$ cat src/rtl/tnoc_pkg.sv
// Shared NoC types: configuration, port types and the flit layout.
`timescale 1ns/1ps
package tnoc_pkg;

    typedef struct packed {
        int virtual_channels;
        int data_width;
    } tnoc_config;

    localparam tnoc_config TNOC_DEFAULT_CONFIG = '{
        virtual_channels: 2,
        data_width:       32
    };

    typedef enum logic {
        TNOC_LOCAL_PORT,
        TNOC_INTERNAL_PORT
    } tnoc_port_type;

    function automatic logic is_local_port(tnoc_port_type port_type);
        return port_type == TNOC_LOCAL_PORT;
    endfunction

    localparam int TNOC_DATA_WIDTH = TNOC_DEFAULT_CONFIG.data_width;

    typedef enum logic [1:0] {
        TNOC_HEADER_FLIT,
        TNOC_PAYLOAD_FLIT,
        TNOC_TAIL_FLIT
    } tnoc_flit_type;

    typedef struct packed {
        tnoc_flit_type              flit_type;
        logic                       head;
        logic                       tail;
        logic [TNOC_DATA_WIDTH-1:0] data;
    } tnoc_flit;

    localparam int TNOC_FLIT_WIDTH = $bits(tnoc_flit);

endpackage

$ cat src/rtl/tnoc_flit_if.sv
// Flit channel with per-VC valid/ready and VC availability.
`timescale 1ns/1ps
interface tnoc_flit_if #(
    parameter tnoc_pkg::tnoc_config    CONFIG    = tnoc_pkg::TNOC_DEFAULT_CONFIG,
    parameter tnoc_pkg::tnoc_port_type PORT_TYPE = tnoc_pkg::TNOC_LOCAL_PORT
);
    import tnoc_pkg::*;

    localparam int CHANNELS = CONFIG.virtual_channels;
    // Internal ports share one flit lane across all VCs.
    localparam int FLITS    = is_local_port(PORT_TYPE) ? CHANNELS : 1;

    logic [CHANNELS-1:0] valid;
    logic [CHANNELS-1:0] ready;
    logic [CHANNELS-1:0] vc_available;
    tnoc_flit            flit [FLITS];

    modport initiator (
        output valid,
        output flit,
        input  ready,
        input  vc_available
    );

    modport target (
        input  valid,
        input  flit,
        output ready,
        output vc_available
    );

endinterface

$ cat src/rtl/tnoc_fifo.sv
// Single-clock FIFO with occupancy count; storage is not reset.
`timescale 1ns/1ps
module tnoc_fifo #(
    parameter int WIDTH = 8,
    parameter int DEPTH = 4
)(
    input  logic                     clk,
    input  logic                     rst_n,
    input  logic                     push,
    input  logic [WIDTH-1:0]         push_data,
    input  logic                     pop,
    output logic [WIDTH-1:0]         pop_data,
    output logic                     full,
    output logic                     empty,
    output logic [$clog2(DEPTH):0]   count
);
    localparam int PTR_W = $clog2(DEPTH);
    localparam int CNT_W = PTR_W + 1;

    logic [WIDTH-1:0] mem [DEPTH];
    logic [PTR_W-1:0] wr_ptr;
    logic [PTR_W-1:0] rd_ptr;
    logic [CNT_W-1:0] count_q;

    always_ff @(posedge clk or negedge rst_n) begin
        if (!rst_n) begin
            wr_ptr  <= '0;
            rd_ptr  <= '0;
            count_q <= '0;
        end else begin
            if (push) begin
                wr_ptr <= wr_ptr + 1'b1;
            end
            if (pop) begin
                rd_ptr <= rd_ptr + 1'b1;
            end
            count_q <= count_q + CNT_W'(push) - CNT_W'(pop);
        end
    end

    always_ff @(posedge clk) begin
        if (push) begin
            mem[wr_ptr] <= push_data;
        end
    end

    assign pop_data = mem[rd_ptr];
    assign full     = count_q == CNT_W'(DEPTH);
    assign empty    = count_q == '0;
    assign count    = count_q;

`ifndef SYNTHESIS
    always @(posedge clk) begin
        if (rst_n) begin
            assert (!(push && full))
            else $error("tnoc_fifo: push while full");
            assert (!(pop && empty))
            else $error("tnoc_fifo: pop while empty");
        end
    end
`endif

endmodule

$ cat src/rtl/tnoc_vc_input_buffer.sv
// Per-VC input buffering with registered upstream VC availability.
`timescale 1ns/1ps
module tnoc_vc_input_buffer
    import tnoc_pkg::*;
#(
    parameter tnoc_config    CONFIG          = TNOC_DEFAULT_CONFIG,
    parameter int            CHANNELS        = CONFIG.virtual_channels,
    parameter int            DEPTH           = 4,
    parameter int            THRESHOLD       = 2,
    parameter tnoc_port_type INPUT_PORT_TYPE = TNOC_INTERNAL_PORT
)(
    input  logic           clk,
    input  logic           rst_n,
    tnoc_flit_if.target    flit_in_if,
    tnoc_flit_if.initiator flit_out_if
);
    localparam int PTR_W = $clog2(DEPTH);
    localparam int CNT_W = PTR_W + 1;

    logic [CHANNELS-1:0]        push;
    logic [CHANNELS-1:0]        pop;
    logic [CHANNELS-1:0]        full;
    logic [CHANNELS-1:0]        empty;
    logic [CHANNELS-1:0]        vca_d;
    logic [CHANNELS-1:0]        vca_q;
    logic [CNT_W-1:0]           count      [CHANNELS];
    logic [CNT_W-1:0]           next_count [CHANNELS];
    logic [TNOC_FLIT_WIDTH-1:0] push_data  [CHANNELS];
    logic [TNOC_FLIT_WIDTH-1:0] pop_data   [CHANNELS];

    for (genvar i = 0; i < CHANNELS; i++) begin : g_vc
        if (is_local_port(INPUT_PORT_TYPE)) begin : g_local
            assign push_data[i] = flit_in_if.flit[i];
        end else begin : g_internal
            assign push_data[i] = flit_in_if.flit[0];
        end

        // Ready comes from the count alone, so a full FIFO never accepts.
        assign push[i] = flit_in_if.valid[i] && !full[i];
        assign pop[i]  = !empty[i] && flit_out_if.ready[i];

        tnoc_fifo #(
            .WIDTH (TNOC_FLIT_WIDTH),
            .DEPTH (DEPTH)
        ) u_fifo (
            .clk       (clk),
            .rst_n     (rst_n),
            .push      (push[i]),
            .push_data (push_data[i]),
            .pop       (pop[i]),
            .pop_data  (pop_data[i]),
            .full      (full[i]),
            .empty     (empty[i]),
            .count     (count[i])
        );

        assign next_count[i] = count[i] + CNT_W'(push[i]) - CNT_W'(pop[i]);
        assign flit_out_if.flit[i] = tnoc_flit'(pop_data[i]);
    end

    always_comb begin
        vca_d = '0;
        for (int i = 0; i < CHANNELS; i++) begin
            vca_d[i] = (DEPTH - int'(next_count[i])) >= THRESHOLD;
        end
    end

    always_ff @(posedge clk or negedge rst_n) begin
        if (!rst_n) begin
            vca_q <= '1;
        end else begin
            vca_q <= vca_d;
        end
    end

    assign flit_in_if.ready        = ~full;
    assign flit_in_if.vc_available = vca_q;
    assign flit_out_if.valid       = ~empty;

`ifndef SYNTHESIS
    logic [CHANNELS-1:0] hold_q;

    always_ff @(posedge clk or negedge rst_n) begin
        if (!rst_n) begin
            hold_q <= '0;
        end else begin
            hold_q <= flit_out_if.valid & ~flit_out_if.ready;
        end
    end

    always @(posedge clk) begin
        if (rst_n) begin
            assert ((push & full) == '0)
            else $error("tnoc_vc_input_buffer: push to full VC");
            assert ((hold_q & ~flit_out_if.valid) == '0)
            else $error("tnoc_vc_input_buffer: valid dropped before pop");
            if (!is_local_port(INPUT_PORT_TYPE)) begin
                assert ($onehot0(flit_in_if.valid))
                else $error("tnoc_vc_input_buffer: multi-hot valid");
            end
        end
    end
`endif

endmodule

$ cat src/flat_wrapper.sv
// flat-port wrapper written by rule: the top's interface ports become plain ports
module tnoc_vc_input_buffer_flat import tnoc_pkg::*;
#(
    parameter tnoc_config    CONFIG          = TNOC_DEFAULT_CONFIG,
    parameter int            CHANNELS        = CONFIG.virtual_channels,
    parameter int            DEPTH           = 4,
    parameter int            THRESHOLD       = 2,
    parameter tnoc_port_type INPUT_PORT_TYPE = TNOC_INTERNAL_PORT
)
  (clk, rst_n, flit_in_if_valid, flit_in_if_flit, flit_in_if_ready, flit_in_if_vc_available, flit_out_if_valid, flit_out_if_flit, flit_out_if_ready, flit_out_if_vc_available);
  tnoc_flit_if #(.CONFIG(CONFIG), .PORT_TYPE(TNOC_INTERNAL_PORT)) flit_in_if_i ();
  tnoc_flit_if #(.CONFIG(CONFIG), .PORT_TYPE(TNOC_LOCAL_PORT)) flit_out_if_i ();
  input  logic clk;
  input  logic rst_n;
  input wire logic [$bits(flit_in_if_i.valid)-1:0] flit_in_if_valid;
  input wire logic [$bits(flit_in_if_i.flit)-1:0] flit_in_if_flit;
  output wire logic [$bits(flit_in_if_i.ready)-1:0] flit_in_if_ready;
  output wire logic [$bits(flit_in_if_i.vc_available)-1:0] flit_in_if_vc_available;
  output wire logic [$bits(flit_out_if_i.valid)-1:0] flit_out_if_valid;
  output wire logic [$bits(flit_out_if_i.flit)-1:0] flit_out_if_flit;
  input wire logic [$bits(flit_out_if_i.ready)-1:0] flit_out_if_ready;
  input wire logic [$bits(flit_out_if_i.vc_available)-1:0] flit_out_if_vc_available;
  assign flit_in_if_i.valid = flit_in_if_valid;
  assign flit_in_if_i.flit = {>>{flit_in_if_flit}};
  assign flit_in_if_ready = flit_in_if_i.ready;
  assign flit_in_if_vc_available = flit_in_if_i.vc_available;
  assign flit_out_if_valid = flit_out_if_i.valid;
  assign flit_out_if_flit = {>>{flit_out_if_i.flit}};
  assign flit_out_if_i.ready = flit_out_if_ready;
  assign flit_out_if_i.vc_available = flit_out_if_vc_available;
  tnoc_vc_input_buffer #(.CONFIG(CONFIG), .CHANNELS(CHANNELS), .DEPTH(DEPTH), .THRESHOLD(THRESHOLD), .INPUT_PORT_TYPE(INPUT_PORT_TYPE)) u_core (.clk(clk), .rst_n(rst_n), .flit_in_if(flit_in_if_i), .flit_out_if(flit_out_if_i));
endmodule
$ cat config.mk
export PLATFORM = sky130hd
export DESIGN_NAME = tnoc_vc_input_buffer_flat
export DESIGN_NICKNAME = d
export VERILOG_FILES = /design/src/rtl/tnoc_pkg.sv /design/src/rtl/tnoc_flit_if.sv /design/src/rtl/tnoc_fifo.sv /design/src/rtl/tnoc_vc_input_buffer.sv /design/src/flat_wrapper.sv
export SDC_FILE = /design/constraint.sdc
export NUM_CORES = 1
export LEC_CHECK = 0
export ABC_AREA = 1
export ABC_CLOCK_PERIOD_IN_PS = 7200
export BUFFER_PORTS_ARGS = -buffer_cell sky130_fd_sc_hd__buf_4
export CORE_ASPECT_RATIO = 0.8
export CORE_UTILIZATION = 45
export CTS_CLUSTER_SIZE = 16
export DETAILED_ROUTE_END_ITERATION = 8
export PLACE_DENSITY = 0.62
export SETUP_SLACK_MARGIN = 0.02
export SKIP_LAST_GASP = 1
export SYNTH_ARGS = -nofsm -noshare
export SYNTH_HDL_FRONTEND = slang
export SYNTH_SLANG_ARGS = --single-unit
export TNS_END_PERCENT = 10
$ cat constraint.sdc
create_clock -name clk -period 7.2 [get_ports clk]
set_clock_uncertainty 0.15 [all_clocks]
set_input_delay 1.44 -clock clk [delete_from_list [all_inputs] [get_ports clk]]
set_output_delay 1.44 -clock clk [all_outputs]
set_load 0.02 [all_outputs]
-- After elaboration in Yosys (flattened, before gate mapping)
Memory sizes are Yosys's and may differ from the RTL's.
Cells that the tools add are included.
W data, S select, Z words.
- bits in registers: 16
- RAM bits: 288
- input port bits: 44
- output and inout bits: 78
- logic and storage cells: 39
- memories: 2
- add/subtract/negate cells: 10
- magnitude comparators: 2
- equal/unequal tests: 2
- multiplexer cells: 4
- bitwise operators: 2
- reductions and logical operators: 10
- memory list (name ; words ; bits a word ; read ports ; clocked after Yosys merged registers in ; write ports ; line ; RTL):
    u_core.g_vc[0].u_fifo.mem ; 4 ; 36 ; 1 ; 0 ; 1 ; tnoc_fifo.sv:20 ; logic [WIDTH-1:0] mem [DEPTH];
    u_core.g_vc[1].u_fifo.mem ; 4 ; 36 ; 1 ; 0 ; 1 ; tnoc_fifo.sv:20 ;
- operator list (cell ; count):
    $ge A32 B3 Y1 const B ; 2
    $add A2 B1 Y2 const B ; 4
    $sub A3 B3 Y4 const A ; 2
    $add A3 B1 Y3 ; 2
    $eq A3 B3 Y1 const B ; 2
    $logic_not A3 Y1 ; 2
    $sub A3 B1 Y3 ; 2
    $logic_and A1 B1 Y1 ; 4
    $logic_not A1 Y1 ; 4
    $mux W1 ; 4
    $not A2 Y2 ; 2

-- Logic depth before layout (Yosys ltp)
Gate-level depths: netlist (run 1).
- depth in word-level cells: 7
- mapped depth: 17
- depth with buffers taken out: 17

-- By module
A second synthesis (run 1) with hierarchy kept.
- cells, all modules: 1270
- area total of the unflattened synthesis: 13277.7 um^2
- by module, submodules not included (module ; instances ; cells an instance ; area an instance (um^2) ; sequential area each (um^2)):
    tnoc_fifo at u_core.g_vc[1].u_fifo ; 1 ; 609 ; 6482.5 ; 4499.3
    tnoc_fifo at u_core.g_vc[0].u_fifo ; 1 ; 609 ; 6477.5 ; 4499.3
    tnoc_vc_input_buffer ; 1 ; 52 ; 317.8 ; 52.6

-- Least setup slack after synthesis (run 1)
Ideal clock, no wire load.
- path kind: input -> register
- start: input port flit_in_if_valid[0]
- end: memory u_core.g_vc[0].u_fifo.mem[0][0] in the netlist's numbering, enable pin
- setup time: 0.429 ns
- arrival time: 3.112 ns
- data required time: 6.621 ns
- slack: 3.509 ns
- cell stages on the path: 2
- buffers on the path: 0
- cells stage by stage: nand2_1 nor2_1
- word-level cells in the longest chain between the ends: 3
- RTL lines (what ; line ; RTL):
    start: declaration ; flat_wrapper.sv:15 ; input wire logic [$bits(flit_in_if_i.valid)-1:0] flit_in_if_valid;
    $logic_and A1 B1 Y1 ; tnoc_vc_input_buffer.sv:39 ; assign push[i] = flit_in_if.valid[i] && !full[i];
    $mux W1 ; tnoc_fifo.sv:42 ; if (push) begin
    $mux W1 (implied by the code) ; tnoc_fifo.sv:43 ; mem[wr_ptr] <= push_data;
    end: declaration ; tnoc_fifo.sv:20 ;
No other way between the ends.

-- Worst setup path in the final report (run 1)
- start: register u_core.g_vc[1].u_fifo.rd_ptr[0]
- end: output port flit_out_if_flit[12]
- word-level cells in the longest chain between the ends: 1
- RTL lines (what ; line ; RTL):
    start: declaration ; tnoc_fifo.sv:22 ; logic [PTR_W-1:0] rd_ptr;
    start signal: assignment ; tnoc_fifo.sv:35 ; rd_ptr <= rd_ptr + 1'b1;
    $mem_v2 Z4 W36 ; n/a ;
    end: declaration ; flat_wrapper.sv:20 ; output wire logic [$bits(flit_out_if_i.flit)-1:0] flit_out_if_flit;
No other way between the ends.

==> impl_metrics.yaml, run 1 <==
outcome:
  outcome: "finished clean"
worst_hold_path:
  hold_path_depth: 2
  min_from: "u_core.g_vc[0].u_fifo.wr_ptr[1]"
  whs_endpoint: "u_core.g_vc[0].u_fifo.wr_ptr[1]"
  holdCritPathClass: "flop to flop"
global_route:
  first_global_vias: 6694
  grt_max_degree: 75
  grtUsageTotal_pct: 19.15
  grt_pass1_wl_um: 38800
  antenna_found_initial: 0
  overflow: 0
pwr:
  design_power_total_mw: 6.616
  p_leak_nw: 4.901
  pwr_density_cell_nw_per_um2: 477.3
  ir_drop_mv: 0.2509
drt:
  top_layer_used: "met4"
  route.met2.wl_um: 11510
  drcViolationCount: 0
  avgViaCountPerCell: 5.267
  routed-wl-met3_um: 1562
  wl_per_cell_um: 19.18
  dr.first_iter.drc_count: 354
  ant_nets: 0
  drt-met1-wl_um: 11660
  firstDrtPassIters: 5
  routed_wl_um: 25320
  num_vias: 6953
logic_synthesis:
  synth_ff_type: "edfxtp_1"
  yosysTopAreaCell: "edfxtp_1"
  seq_area_frac_synth_pct: 77.01
  synthDistinctLibCells: 20
  avgSynthCellArea_um2: 14.14
  synth.most_common_cell: "edfxtp_1"
  synth-edff-count: 288
  syn_nets: 893
  synth_cells: 831
  synth_common_cells: "edfxtp_1, nor2_1, o21ai_0, o22ai_1, o21ai_1"
  synth_top_cell_area_share_pct: 73.59
  ys_warn_count: 0
  synthArstFlopShare_pct: 5.263
  synth_area_um2: 11750
  synth_seq_cells: 304
  synth_area_leaders: "edfxtp_1, nor2_1, o21ai_0"
worst_setup_path:
  required_ps: 5610
  worst_setup_path_end_kind: "output pin"
  r2r_start: "u_core.g_vc[0].u_fifo.count[1]"
  reg2regPathDepth: 12
  ff2ff_setup_slack_ps: 4350
  path_max_fanout: 74
  timing.rr.end: "u_core.flit_in_if.vc_available[0]"
  crit_path_start_kind: "flop"
  arrival_ps: 2790
  path_class: "flop to output pin"
clocking:
  clkTransAtPathRegs_ps: 60
  cts_root_buffer: "clkbuf_16"
  cts_hold_buf: 0
  insertion_delay_ps: 550
  clk_path_buf_depth: 3
  cts_sinks: 304
  cts_resized: 0
  cts_buffers: 29
  cts_tree: "built"
  cts_max_level: 1
  post_cts.repair.setup_buffers: 0
timing:
  final-max-slew-violation-count: 0
  period_minus_slack_ps: 4382
  rsz0062_at_grt: "false"
  fmax_mhz: 228.2
  tns_ps: 0
  fin_crit_sh_pct: 60.87
  finalHoldViolations: 0
  setup_viol: 0
  worst_slew_pin_slew_ps: 870.1
  slew-limit-headroom_pct: 41.99
flow_run:
  max-cap-violations: 0
cells_and_area:
  area_growth_pct: 17.95
  layout.nets: 1009
  stdcell_count: 1320
  drive_above_1_share_pct: 19.50
  diodes: 0
  n_fill_cell: 2105
place:
  placed_cells: 1267
  gp_congestion: 0.7538
  io_buffers: 119
  dp.final_hpwl_um: 13290
floorplanning:
  core_area_um2: 25440
  die_x_um: 182.7
  dieArea_um2: 26770
  start_util_pct: 46.20
  ios: 122
  rows: 52
  die_h_um: 146.5
layer usage:
metal,up-vias,GRT usage (%)
met5,-,0
li1,3290,-
met4,0,5.126
met1,3437,26.90
met2,179,30.42
met3,47,4.016
final cells by class:
cell class	count	area (um2)	area share (%)
Clock inverter	19	195.2	1.408
Timing Repair Buffer	131	983.4	7.095
Clock buffer	34	744.5	5.371
Multi-Input combinational cell	443	2301	16.60
Inverter	38	142.6	1.029
Sequential cell	304	9056	65.33
Tap cell	351	439.2	3.168
registers in the layout (all words and copies together) (netlist names):
name	flops
u_core.flit_in_if.vc_available	2
u_core.g_vc.u_fifo.mem	288
u_core.g_vc.u_fifo.wr_ptr	4
u_core.g_vc.u_fifo.count	6
u_core.g_vc.u_fifo.rd_ptr	4
cell families (layout without fill, tap and decap cells):
kind of cell | Yosys count | count (layout) | share of synthesized area (%)
AND/OR/NAND/NOR | 201 | 201 | 6.590
XOR/XNOR | 4 | 4 | 0.2981
buffers and inverters | 84 | 222 | 3.918
adder cells (fa/ha/maj) | 18 | 18 | 2.044
AO/OA/AOI/OAI | 220 | 220 | 10.14
flip-flops | 304 | 304 | 77.01
cell usage in the layout, fill, tap and decap left out, types with 2 or more instances in the layout:
| master | instances |
|---|---|
| buf_4 | 131 |
| bufinv_16 | 4 |
| clkbuf_1 | 5 |
| clkbuf_16 | 29 |
| clkinv_1 | 8 |
| clkinv_2 | 4 |
| dfrtp_1 | 10 |
| dfrtp_2 | 4 |
| dfstp_2 | 2 |
| edfxtp_1 | 288 |
| fa_1 | 2 |
| ha_1 | 16 |
| inv_1 | 34 |
| inv_2 | 4 |
| nand2_1 | 29 |
| nand3_1 | 14 |
| nor2_1 | 148 |
| nor2_4 | 8 |
| nor3_1 | 2 |
| o21ai_0 | 93 |
| o21ai_1 | 55 |
| o22ai_1 | 72 |
| xor2_1 | 4 |
stage by stage:
step	instance area [um2]	hold WS [ps]	util (%)	setup WS, ps
4_1_cts	13860	476.5	54.49	2773
3_5_place_dp	12920	464.2	50.80	3342
5_1_grt	13860	509.9	54.49	2613
3_3_place_gp	12920	455.2	50.80	3306
2_1_floorplan	11750	411.8	-	3509
6_report	13860	476.6	54.49	2818
worst max-delay path: stages (launching register included):
cell and delay [ps]:
dfrtp_2 380, buf_4 350, inv_2 160, buf_4 630, o21ai_0 170, o22ai_1 330, buf_4 210
report_power, final:
group          switching (mW)  internal (mW)  total (mW)
clock                   0.626          0.880        1.51
sequential              0.162           2.35        2.51
combinational            1.72          0.877        2.60
total                    2.51           4.11        6.62
how the worst max path moves through the flow:
stage | start | to | slack (ps) | cells after the start
4_1_cts | u_core.g_vc[1].u_fifo.rd_ptr[0] | flit_out_if_flit[12] | 2770 | 6
2_1_floorplan | flit_in_if_valid[0] | u_core.g_vc[0].u_fifo.mem[0][0] | 3510 | 2
5_1_grt | u_core.g_vc[1].u_fifo.rd_ptr[0] | flit_out_if_flit[12] | 2610 | 6
3_3_place_gp | u_core.g_vc[0].u_fifo.rd_ptr[1] | flit_out_if_flit[42] | 3310 | 4
3_5_place_dp | u_core.g_vc[1].u_fifo.rd_ptr[0] | flit_out_if_flit[12] | 3340 | 6
6_report | u_core.g_vc[1].u_fifo.rd_ptr[0] | flit_out_if_flit[12] | 2820 | 6
Note: power is estimated with default switching activity, not from simulation.
==> inputs of run 2 (changes only) <==
--- a/config.mk
+++ b/config.mk
@@ -6,13 +6,13 @@
 export NUM_CORES = 1
 export LEC_CHECK = 0
 export ABC_AREA = 1
-export ABC_CLOCK_PERIOD_IN_PS = 7200
+export ABC_CLOCK_PERIOD_IN_PS = 3800
 export BUFFER_PORTS_ARGS = -buffer_cell sky130_fd_sc_hd__buf_4
 export CORE_ASPECT_RATIO = 0.8
 export CORE_UTILIZATION = 45
 export CTS_CLUSTER_SIZE = 16
 export DETAILED_ROUTE_END_ITERATION = 8
-export PLACE_DENSITY = 0.62
+export PLACE_DENSITY = 0.64
 export SETUP_SLACK_MARGIN = 0.02
 export SKIP_LAST_GASP = 1
 export SYNTH_ARGS = -nofsm -noshare
==> constraint.sdc (replaced) <==
create_clock -name clk -period 3.8 [get_ports clk]
set_clock_uncertainty 0.15 [all_clocks]
set_input_delay 0.76 -clock clk [delete_from_list [all_inputs] [get_ports clk]]
set_output_delay 0.76 -clock clk [all_outputs]
set_load 0.02 [all_outputs]
==> impl_metrics.yaml, run 2 (synthesized netlist as in run 1, its figures left out) <==
outcome:
  outcome: "finished clean"
drt:
  drcViolationCount: 0
  dr.first_iter.drc_count: 465
  routed_wl_um: 24930
  ant_nets: 0
  avgViaCountPerCell: 5.229
  num_vias: 6955
  wl_per_cell_um: 18.75
  firstDrtPassIters: 5
worst_setup_path:
  critPathTopFamily: "buffers and inverters"
  reg2regPathDepth: 14
  timing.rr.end: "u_core.flit_in_if.vc_available[0]"
  path_buf_inv: 3
  crit_top_cell: "buf_4"
  crit_cells: 5
  path_max_fanout: 32
  crit_path_start_kind: "flop"
  path_class: "flop to output pin"
  cp_cell_sequence: "inv_2 -> buf_4 -> o21ai_0 -> o22ai_1 -> buf_4"
  max_stage_delay_ps: 450
  arrival_ps: 2380
  r2r_start: "u_core.g_vc[0].u_fifo.count[1]"
  cpMaxStageDelayCell: "inv_2"
  worst_setup_path_end_kind: "output pin"
  ff2ff_setup_slack_ps: 970
  required_ps: 2890
cells_and_area:
  area_growth_pct: 19.23
  stdcell_area_um2: 14010
  layout.nets: 1017
  final_cell_mix: "edfxtp_1, nor2_1, buf_4"
  largest_register_ffs: 288
  finalCoreUtilization_pct: 55.08
  mostFrequentLayoutCell: "edfxtp_1"
  top_register: "u_core.g_vc.u_fifo.mem"
  drive_above_1_share_pct: 20.33
  diodes: 0
  n_fill_cell: 2060
  stdcell_count: 1330
clocking:
  clkTransAtPathRegs_ps: 60
  cts_buffers: 30
  cts_max_level: 1
  clk_path_buf_depth: 3
  cts_sinks: 304
  cts_root_buffer: "clkbuf_16"
  post_cts.repair.setup_buffers: 0
  cts_tree: "built"
  insertion_delay_ps: 550
worst_hold_path:
  holdCritPathClass: "input port to flop"
  hold_path_depth: 1
  min_from: "flit_in_if_flit[27]"
  whs_endpoint: "u_core.g_vc[0].u_fifo.mem[1][27]"
timing:
  slew-limit-headroom_pct: 48.22
  fmax_mhz: 303.9
  setup_viol: 0
  final-max-slew-violation-count: 0
  worst_slew_pin_slew_ps: 775.6
  period_minus_slack_ps: 3290
  fin_crit_sh_pct: 86.59
  rsz0062_at_grt: "false"
  finalHoldViolations: 0
  tns_ps: 0
floorplanning:
  die_h_um: 146.5
  dieArea_um2: 26770
  core_area_um2: 25440
  start_util_pct: 46.20
  rows: 52
  ios: 122
  die_x_um: 182.7
pwr:
  pwr_density_cell_nw_per_um2: 910.0
  ir_drop_mv: 0.5394
  p_leak_nw: 4.983
place:
  placed_cells: 1273
  placed_area_um2: 12980
  io_buffers: 119
  gp_congestion: 0.7548
  dp.final_hpwl_um: 14220
global_route:
  grt_max_degree: 74
  first_global_vias: 6532
  grt_pass1_wl_um: 37770
  overflow: 0
  grtUsageTotal_pct: 18.68
  antenna_found_initial: 0
flow_run:
  max-cap-violations: 0
[run 2: changes by cell type in the layout (fill, tap and decap cells not counted)]
cell / previous run / this run
buf_12: 0 / 1
buf_4: 131 / 136
bufinv_16: 4 / 5
clkbuf_1: 5 / 4
clkbuf_16: 29 / 31
clkinv_2: 4 / 5
clkinv_4: 1 / 2
clkinvlp_4: 1 / 0
dlygate4sd3_1: 0 / 1
[run 2: repair_timing]
item                                   in CTS  in global routing
resized for setup                           0                  0
endpoints found under the hold margin      14                  0
hold buffers                                1                  0
[run 2: worst reg2reg max path: stages, from the launching register on]
cell     delay [ps]
dfrtp_1         430
inv_1           130
nand3_1         100
nand2_1         380
inv_1           160
ha_1            230
inv_1            60
fa_1            430
ha_1            330
nor2_1          110
nand2_1          60
nand2_1          50
nand3_1          70
nand2_1          60
inv_1            30
[run 2: through the flow]
stage	hold slack, ps	setup WS, ps	power (mW)
final	290.5	509.7	12.75
after global routing	284.0	385.6	13.46
after CTS	269.3	450.7	12.87
after detailed placement	460.0	714.5	9.847
after global placement	455.0	737.6	9.772
after floorplan	314.4	789.1	7.935
[run 2: per-layer routing]
metal,vias to the layer above,part of all wire [%],track usage [%]
li1,3315,-,-
met1,3393,46,27.04
met2,212,45,29.31
met3,35,7.1,3.692
met4,0,1.6,4.202
met5,-,0,0
[run 2: worst max path at each step]
stage / startpoint / end / slack, ps
after floorplan: flit_in_if_valid[0] / u_core.g_vc[0].u_fifo.mem[0][0] / 790
after global placement: flit_in_if_valid[1] / u_core.flit_in_if.vc_available[1] / 740
after detailed placement: flit_in_if_valid[1] / u_core.flit_in_if.vc_available[1] / 710
after CTS: u_core.g_vc[0].u_fifo.rd_ptr[0] / flit_out_if_flit[40] / 450
after global routing: u_core.g_vc[0].u_fifo.rd_ptr[0] / flit_out_if_flit[40] / 390
final: u_core.g_vc[0].u_fifo.rd_ptr[0] / flit_out_if_flit[40] / 510
[run 2: cell type report]
cell class	count	area, um2	area share, %
flip-flops and latches	304	9056	64.63
repair buffers	138	1051	7.501
well taps	351	439.2	3.134
clock buffers	35	790.8	5.643
inverters	38	142.6	1.018
clock inverters	21	231.5	1.652
multi-input cells	443	2301	16.42
[run 2: power by group]
part	internal [mW]	switching, mW	leakage (nW)
clock	1.82	1.20	0.502
sequential	4.45	0.169	2.82
combinational	1.70	3.40	1.66
